--- src/rtl/keylock_ctrl.sv ---
// Digit-entry lock controller: compares a CODE_LEN BCD entry against a programmable
// code, with a tries budget and a timed lockout after too many wrong entries.
module keylock_ctrl #(
  parameter int unsigned CODE_LEN       = 6,
  parameter int unsigned MAX_TRIES      = 3,
  parameter int unsigned LOCKOUT_CYCLES = 1000,
  parameter logic [31:0] DEFAULT_CODE   = 32'h00335256
) (
  input  logic       clk,
  input  logic       reset_n,
  input  logic [3:0] key,
  input  logic       key_valid,
  output logic       key_ready,
  input  logic       relock,
  input  logic       prog,
  output logic       locked,
  output logic       alarm,
  output logic [1:0] tries_left
);

  localparam int unsigned W          = 4 * CODE_LEN;
  localparam logic [3:0]  CNT_LAST   = 4'(CODE_LEN - 1);
  localparam logic [1:0]  TRIES_INIT = 2'(MAX_TRIES);
  localparam logic [15:0] TIMER_INIT = 16'(LOCKOUT_CYCLES);

  typedef enum logic [2:0] {IDLE, ENTRY, CHECK, OPEN, PROG, LOCKOUT} state_t;

  state_t         r_state;
  state_t         w_state_next;
  logic [W-1:0]   r_entry;
  logic [W-1:0]   r_shadow;
  logic [W-1:0]   r_code;
  logic [W-1:0]   w_entry_shift;
  logic [W-1:0]   w_shadow_shift;
  logic           r_entry_bad;
  logic [3:0]     r_cnt;
  logic [15:0]    r_timer;
  logic [1:0]     r_tries;
  logic           r_locked;
  logic           r_alarm;
  logic           r_key_ready;
  logic           w_accept;
  logic           w_last;
  logic           w_digit_bad;
  logic           w_match;

  assign w_accept    = key_valid & r_key_ready;
  assign w_last      = (r_cnt == CNT_LAST);
  assign w_digit_bad = (key > 4'd9);
  // A non-BCD digit anywhere in the entry can never open the lock.
  assign w_match     = !r_entry_bad && (r_entry == r_code);

  generate
    if (CODE_LEN == 1) begin : g_one_digit
      assign w_entry_shift  = key;
      assign w_shadow_shift = key;
    end else begin : g_multi_digit
      assign w_entry_shift  = {r_entry[W-5:0], key};
      assign w_shadow_shift = {r_shadow[W-5:0], key};
    end
  endgenerate

  always_comb begin
    w_state_next = r_state;
    case (r_state)
      IDLE, ENTRY: if (w_accept) w_state_next = w_last ? CHECK : ENTRY;
      CHECK:       w_state_next = w_match ? OPEN : ((r_tries == 2'd1) ? LOCKOUT : IDLE);
      OPEN: begin
        if (relock)    w_state_next = IDLE;
        else if (prog) w_state_next = PROG;
      end
      PROG: begin
        if (relock)        w_state_next = IDLE;
        else if (w_accept) w_state_next = (w_digit_bad || w_last) ? OPEN : PROG;
      end
      LOCKOUT:     if (r_timer <= 16'd1) w_state_next = IDLE;
      default:     w_state_next = IDLE;
    endcase
  end

  always_ff @(posedge clk or negedge reset_n) begin
    if (!reset_n) begin
      r_state     <= IDLE;
      r_code      <= DEFAULT_CODE[W-1:0];
      r_entry     <= '0;
      r_shadow    <= '0;
      r_entry_bad <= 1'b0;
      r_cnt       <= '0;
      r_timer     <= '0;
      r_tries     <= TRIES_INIT;
      r_locked    <= 1'b1;
      r_alarm     <= 1'b0;
      r_key_ready <= 1'b1;
    end else begin
      r_state     <= w_state_next;
      r_locked    <= !(w_state_next == OPEN || w_state_next == PROG);
      r_alarm     <= (w_state_next == LOCKOUT);
      r_key_ready <= (w_state_next == IDLE || w_state_next == ENTRY || w_state_next == PROG);
      case (r_state)
        IDLE, ENTRY: begin
          if (w_accept) begin
            r_entry     <= w_entry_shift;
            r_entry_bad <= ((r_state == ENTRY) && r_entry_bad) || w_digit_bad;
            r_cnt       <= w_last ? 4'd0 : r_cnt + 4'd1;
          end
        end
        CHECK: begin
          r_cnt <= '0;
          if (w_match) begin
            r_tries <= TRIES_INIT;
          end else begin
            r_tries <= r_tries - 2'd1;
            if (r_tries == 2'd1) r_timer <= TIMER_INIT;
          end
        end
        OPEN: begin
          r_cnt    <= '0;
          r_shadow <= '0;
        end
        PROG: begin
          if (relock) begin
            r_cnt <= '0;
          end else if (w_accept) begin
            if (w_digit_bad) begin
              r_cnt <= '0;
            end else begin
              r_shadow <= w_shadow_shift;
              if (w_last) begin
                r_code <= w_shadow_shift;
                r_cnt  <= '0;
              end else begin
                r_cnt <= r_cnt + 4'd1;
              end
            end
          end
        end
        LOCKOUT: begin
          r_cnt <= '0;
          if (r_timer <= 16'd1) begin
            r_timer <= '0;
            r_tries <= TRIES_INIT;
          end else begin
            r_timer <= r_timer - 16'd1;
          end
        end
        default: ;
      endcase
    end
  end

  assign key_ready  = r_key_ready;
  assign locked     = r_locked;
  assign alarm      = r_alarm;
  assign tries_left = r_tries;

endmodule

--- config.mk ---
export PLATFORM = sky130hd
export DESIGN_NAME = keylock_ctrl
export DESIGN_NICKNAME = d
export VERILOG_FILES = /design/src/rtl/keylock_ctrl.sv
export SDC_FILE = /design/constraint.sdc
export NUM_CORES = 1
export LEC_CHECK = 0
export ABC_AREA = 1
export BUFFER_PORTS_ARGS = -buffer_cell sky130_fd_sc_hd__buf_2
export CAP_MARGIN = 0
export CORE_MARGIN = 5
export CORE_UTILIZATION = 56
export CTS_CLUSTER_SIZE = 12
export DETAILED_ROUTE_END_ITERATION = 12
export PLACE_DENSITY_LB_ADDON = 0.08
export REMOVE_ABC_BUFFERS = 1
export SLEW_MARGIN = 20
export SYNTH_ARGS = -nofsm -noshare
export SYNTH_HDL_FRONTEND = slang
export SYNTH_SLANG_ARGS = --single-unit
--- constraint.sdc ---
create_clock -name clk -period 1.7 [get_ports clk]
set_input_delay 0 -clock clk [delete_from_list [all_inputs] [get_ports clk]]
set_output_delay 0 -clock clk [all_outputs]
set_load 0.01 [all_outputs]
# Yosys cells after proc, flatten, opt, wreduce, memory -nomap -nowiden
# Index checks and enable logic that the tools add are counted.
[op_classes] magnitude_cmp=2 n_bitwise=3 eq_ne=20 mux=28 n_reduce_logical=22 addsub=3
[ops] op="$mux W20" count=3
[ops] op="$mux W16" count=3
[ops] op="$pmux W20 S2" count=1
[ops] op="$pmux W16 S2" count=1
[ops] op="$mux W3" count=9
[ops] op="$eq A24 B24 Y1" count=1
[ops] op="$mux W4" count=5
[ops] op="$le A16 B1 Y1 const B" count=1
[ops] op="$sub A16 B1 Y16 const B" count=1
[ops] op="$pmux W3 S5" count=1
[ops] op="$ne A2 B2 Y1 const B" count=7
[ops] op="$eq A3 B3 Y1 const B" count=4
[ops] op="$pmux W4 S3" count=1
[ops] op="$eq A3 B2 Y1 const B" count=3
[ops] op="$eq A3 B1 Y1 const B" count=2
[ops] op="$logic_not A3 Y1" count=2
[ops] op="$mux W2" count=3
[ops] op="$reduce_and A3 Y1" count=2
[ops] op="$logic_or A1 B1 Y1" count=5
[ops] op="$reduce_and A5 Y1" count=1
[ops] op="$add A4 B1 Y4 const B" count=1
[ops] op="$eq A4 B3 Y1 const B" count=1
[ops] op="$gt A4 B4 Y1 const B" count=1
[ops] op="$pmux W2 S2" count=1
[ops] op="other kinds (13)" count=18
[word_totals] in_bits=9 wordCells=89 reg_bits=97 output_inout_bits=5

# Depth between registers and ports, before layout
[depth] ltp_word=9 ltp_mapped=15 depth_no_buf=15

# Worst setup path before layout
# No wires, ideal clock.
[synth_path] kind="register -> register" startpoint="register r_key_ready (netlist: key_ready)" endpoint="register r_code[18]" arrival_time_ns=1.502 required_ns=1.583 path_buffers=2 path_slack_ns=0.081 setup_time_ns=0.117 period_less_slack_ns=1.619 stages_incl_launch_ff=9 path_cell_list="dfstp_2 -> nand2_1 -> inv_1 -> nand3_1 -> or2_1 -> buf_6 -> buf_6 -> nand2_1 -> o21ai_2"
[synth_via] elab_chain_len=2
[synth_lines] element="from (decl)" line="41" text="logic r_key_ready;"
[synth_lines] element="from (signal assigned)" line="98" text="r_key_ready <= (w_state_next == IDLE || w_state_next == ENTRY || w_state_next == PROG);"
[synth_lines] element="$and A1 B1 Y1" line="47" text="assign w_accept = key_valid & r_key_ready;"
[synth_lines] element="$reduce_and A5 Y1 (no source line)"
[synth_lines] element="to (signal assigned)" line="84" text="r_code <= DEFAULT_CODE[W-1:0];"
[synth_lines] element="to (signal assigned)" line="129" text="r_code <= w_shadow_shift;"
[synth_lines] element="to (decl)" line="32" text="logic [W-1:0] r_code;"
# Every way passes these cells.
# A chain may end at the register's enable or synchronous reset.

# Worst setup path after layout
[layout_path] startpoint="register r_code[1]" endpoint="register r_timer[7]"
[layout_via] elab_chain_len=4
[layout_lines] element="$eq A24 B24 Y1" line="51" text="assign w_match = !r_entry_bad && (r_entry == r_code);"
[layout_lines] element="$logic_and A1 B1 Y1" line="51"
[layout_lines] element="$ne A2 B2 Y1 (no source line)"
[layout_lines] element="$reduce_and A3 Y1 (no source line)"
[layout_lines] element="to (signal assigned)" line="143" text="r_timer <= r_timer - 16'd1;"
[layout_lines] element="to (decl)" line="37" text="logic [15:0] r_timer;"
# Every way passes these cells.

==> results.json <==
{
  "p_sw_w": 0.00391,
  "die_area_mm2": 0.0107,
  "cp_max_fo": 6,
  "ant_nets": 0,
  "seq_power_share_pct": 40.1,
  "grt_pass1_wl_mm": 16.7,
  "die_h_um": 103,
  "endpoint_kind": "flip-flop",
  "stdcell_count": 735,
  "syn_area_per_cell_um2": 8.32,
  "worst_pin_slew_ns": 0.455,
  "max_freq_mhz": 587,
  "arrival_ns": 1.97,
  "hold_violations": 0,
  "synth_seq_cells": 97,
  "synth_ff_type": "dfrtp_1",
  "htreeDepth": 3,
  "fin_crit_sh_pct": 100,
  "cts_sinks": 97,
  "path_cells": "inv_1, nand2_1, nand3_1, nor2_2, nand2_1, nor2_4, nand2_2, nand2_4, buf_12, o21a_1, nand2_1",
  "vias": 3769,
  "grt_setup_unrepaired": "yes",
  "drc": 0,
  "cts_buffers": 9,
  "drt-total-wl_mm": 9.86,
  "crit_family": "simple AND/OR/NAND/NOR gates",
  "switching_share_pct": 42.9,
  "start_kind": "flip-flop",
  "finalNetCount": 636,
  "layout_common_cells": "nand2_1 (133), inv_1 (86), dfrtp_1 (82)",
  "drt_iter0_drc": 185,
  "r2r_setup_slack_ns": -0.004,
  "cpMostUsedCell": "nand2_1",
  "final.setup.worst_slack_ns": -0.00401,
  "layout_commonest_cell": "nand2_1",
  "diodes": 0,
  "cpPeakStageDelay_ns": 0.55,
  "r2r_end": "r_timer[7]",
  "run_status": "complete, but fails checks",
  "clock_path_buffers": 2,
  "combinationalPowerShare_pct": 43.9,
  "area_growth_pct": 14.1,
  "yosys_warnings": 0,
  "antenna_found_initial": 0,
  "setup_viol": 1,
  "skew_ns": 0.0161,
  "gp_congestion": 0.829,
  "critPathSlowestCell": "dfstp_2",
  "netlist_instances": 585,
  "clkSlewWorstSetupHoldPaths_ns": 0.11,
  "max-slew-margin-rel_pct": 69.6,
  "synth_edf_count": 0,
  "grt_usage_pct": 19.7,
  "wire_per_inst_um": 13.4,
  "clock_latency_ns": 0.37,
  "synth_area_mm2": 0.00487,
  "period_minus_slack_ns": 1.70,
  "power-per-cell-area_mw_per_mm2": 1640,
  "core-area_mm2": 0.00859,
  "portBuffers": 13,
  "cellLeakagePower_nw": 2.63,
  "start_util_pct": 56.7,
  "via_per_inst": 5.13,
  "cts_tree": "yes",
  "worstRegToRegCells": 11,
  "ys_types": 37,
  "fillers": 743,
  "peakVddDrop_v": 0.000820,
  "worstPathRequired_ns": 1.97,
  "tns_ns": -0.00401,
  "crit_type": "flip-flop to flip-flop",
  "r2r-start": "r_code[1]",
  "fp-row-count": 34,
  "cts.root.buffer_cell": "clkbuf_8",
  "overflow": 0,
  "grt_max_degree": 49,
  "hold_path_class": "input pin to async pin",
  "dpl.cell_count": 710,
  "power_frac_clock_pct": 15.9,
  "drv_cap": 0,
  "slew_violations": 0,
  "die_x_um": 103,
  "layout-drive-gt1-share_pct": 21.1,
  "critPathBufInv": 2,
  "firstDrtPassIters": 4,
  "failed_checks": "negative setup slack",
  "first_global_vias": 3748,
  "async_reset_ff_share_pct": 100,
  "seq_area_frac_synth_pct": 50.2,
  "ios": 14,
  "final_util_pct": 64.6,
  "dp_hpwl_mm": 6.60,
  "pre_cts_ws_ns": -0.0209,
  "internal-power_w": 0.00520
}
[registers in the layout, indices dropped and copies added (netlist names)]
name / cells
r_state: 3
r_shadow: 20
alarm: 1
r_entry: 24
tries_left: 2
locked: 1
r_cnt: 4
r_code: 24
r_timer: 16
r_entry_bad: 1
key_ready: 1
[stage by stage]
step / hold WS (ns) / instance area, um2 / power, W
2_1_floorplan: -0.296 / 4780 / 0.00625
3_3_place_gp: -0.0143 / 5180 / 0.00735
3_5_place_dp: -0.0144 / 5180 / 0.00747
4_1_cts: 0.122 / 5450 / 0.00899
5_1_grt: 0.157 / 5560 / 0.00993
6_report: 0.118 / 5560 / 0.00911
[power groups by stage]
stage          registers (W)  logic [W]  clock network [W]
4_1_cts              0.00365    0.00384            0.00150
3_5_place_dp         0.00370    0.00377                  0
6_report             0.00366    0.00400            0.00145
5_1_grt              0.00377    0.00456            0.00160
3_3_place_gp         0.00367    0.00368                  0
2_1_floorplan        0.00360    0.00265                  0
[Yosys cell counts, types with 5 or more instances]
cell type | number | area share [%]
nand2_1 | 135 | 10
inv_1 | 89 | 6.9
dfrtp_1 | 82 | 42
o21ai_0 | 57 | 5.9
nand3_1 | 40 | 4.1
nor2_1 | 38 | 2.9
dfstp_2 | 15 | 8.1
xor2_1 | 15 | 2.7
o21ai_2 | 13 | 2.3
clkbuf_1 | 10 | 0.77
a21oi_1 | 8 | 0.82
o21ai_1 | 8 | 0.82
nor2_2 | 6 | 0.77
ha_1 | 5 | 1.3
inv_2 | 5 | 0.39
nand4_1 | 5 | 0.64
nor3_1 | 5 | 0.51
o221ai_1 | 5 | 0.90
o22ai_1 | 5 | 0.64
[worst reg2reg max path, stage by stage, from the launching register on]
cell and delay, ns:
dfstp_2 0.55, inv_1 0.05, nand2_1 0.05, nand3_1 0.08, nor2_2 0.11, nand2_1 0.11, nor2_4 0.16, nand2_2 0.09
nand2_4 0.11, buf_12 0.13, o21a_1 0.11, nand2_1 0.05
[worst max-delay path by stage]
| stage | from | cells past startpoint | slack [ns] | endpoint |
|---|---|---|---|---|
| floorplan | r_state[2] | 7 | -0.91 | r_entry_bad |
| global placement | r_code[21] | 8 | -0.005 | r_timer[2] |
| detailed placement | r_code[1] | 13 | -0.02 | locked |
| CTS | r_code[2] | 11 | 0.0007 | r_timer[7] |
| global route | r_code[17] | 15 | -0.16 | locked |
| finish | r_code[1] | 11 | -0.004 | r_timer[7] |
[logic make-up (layout without fill, tap and decap cells)]
group	after synthesis	after routing	synth area share (%)
AND/OR/NAND/NOR	246	246	22.8
XOR/XNOR	18	18	3.24
adder cells (fa/ha/maj)	5	5	1.29
AO/OA/AOI/OAI	108	108	13.3
buffers and inverters	111	153	9.12
flip-flops	97	97	50.2
[cell type report]
type                    count  area (um2)  area share (%)
clock buffers               9         124            2.23
flip-flops and latches     97        2450            44.0
multi-input cells         377        2060            37.1
repair buffers             43         373            6.71
inverters                  94         353            6.35
well taps                 108         135            2.43
clock inverters             7        61.3            1.10
[timing repair]
item,4_1_cts,5_1_grt
endpoints found under the hold margin,76,0
hold buffers,5,0
endpoints found under the setup margin,19,38
buffers inserted,3,0
resized for setup,5,20
cloned,0,1
pin swaps,4,4
[per-layer routing]
| layer | routed length [um] | global-route usage [%] |
|---|---|---|
| met1 | 4760 | 27.4 |
| met5 | 0 | 0 |
| met3 | 250 | 3.42 |
| met4 | 85 | 4.38 |
| met2 | 4770 | 32.6 |
Note: power is estimated with default switching activity, not from simulation.
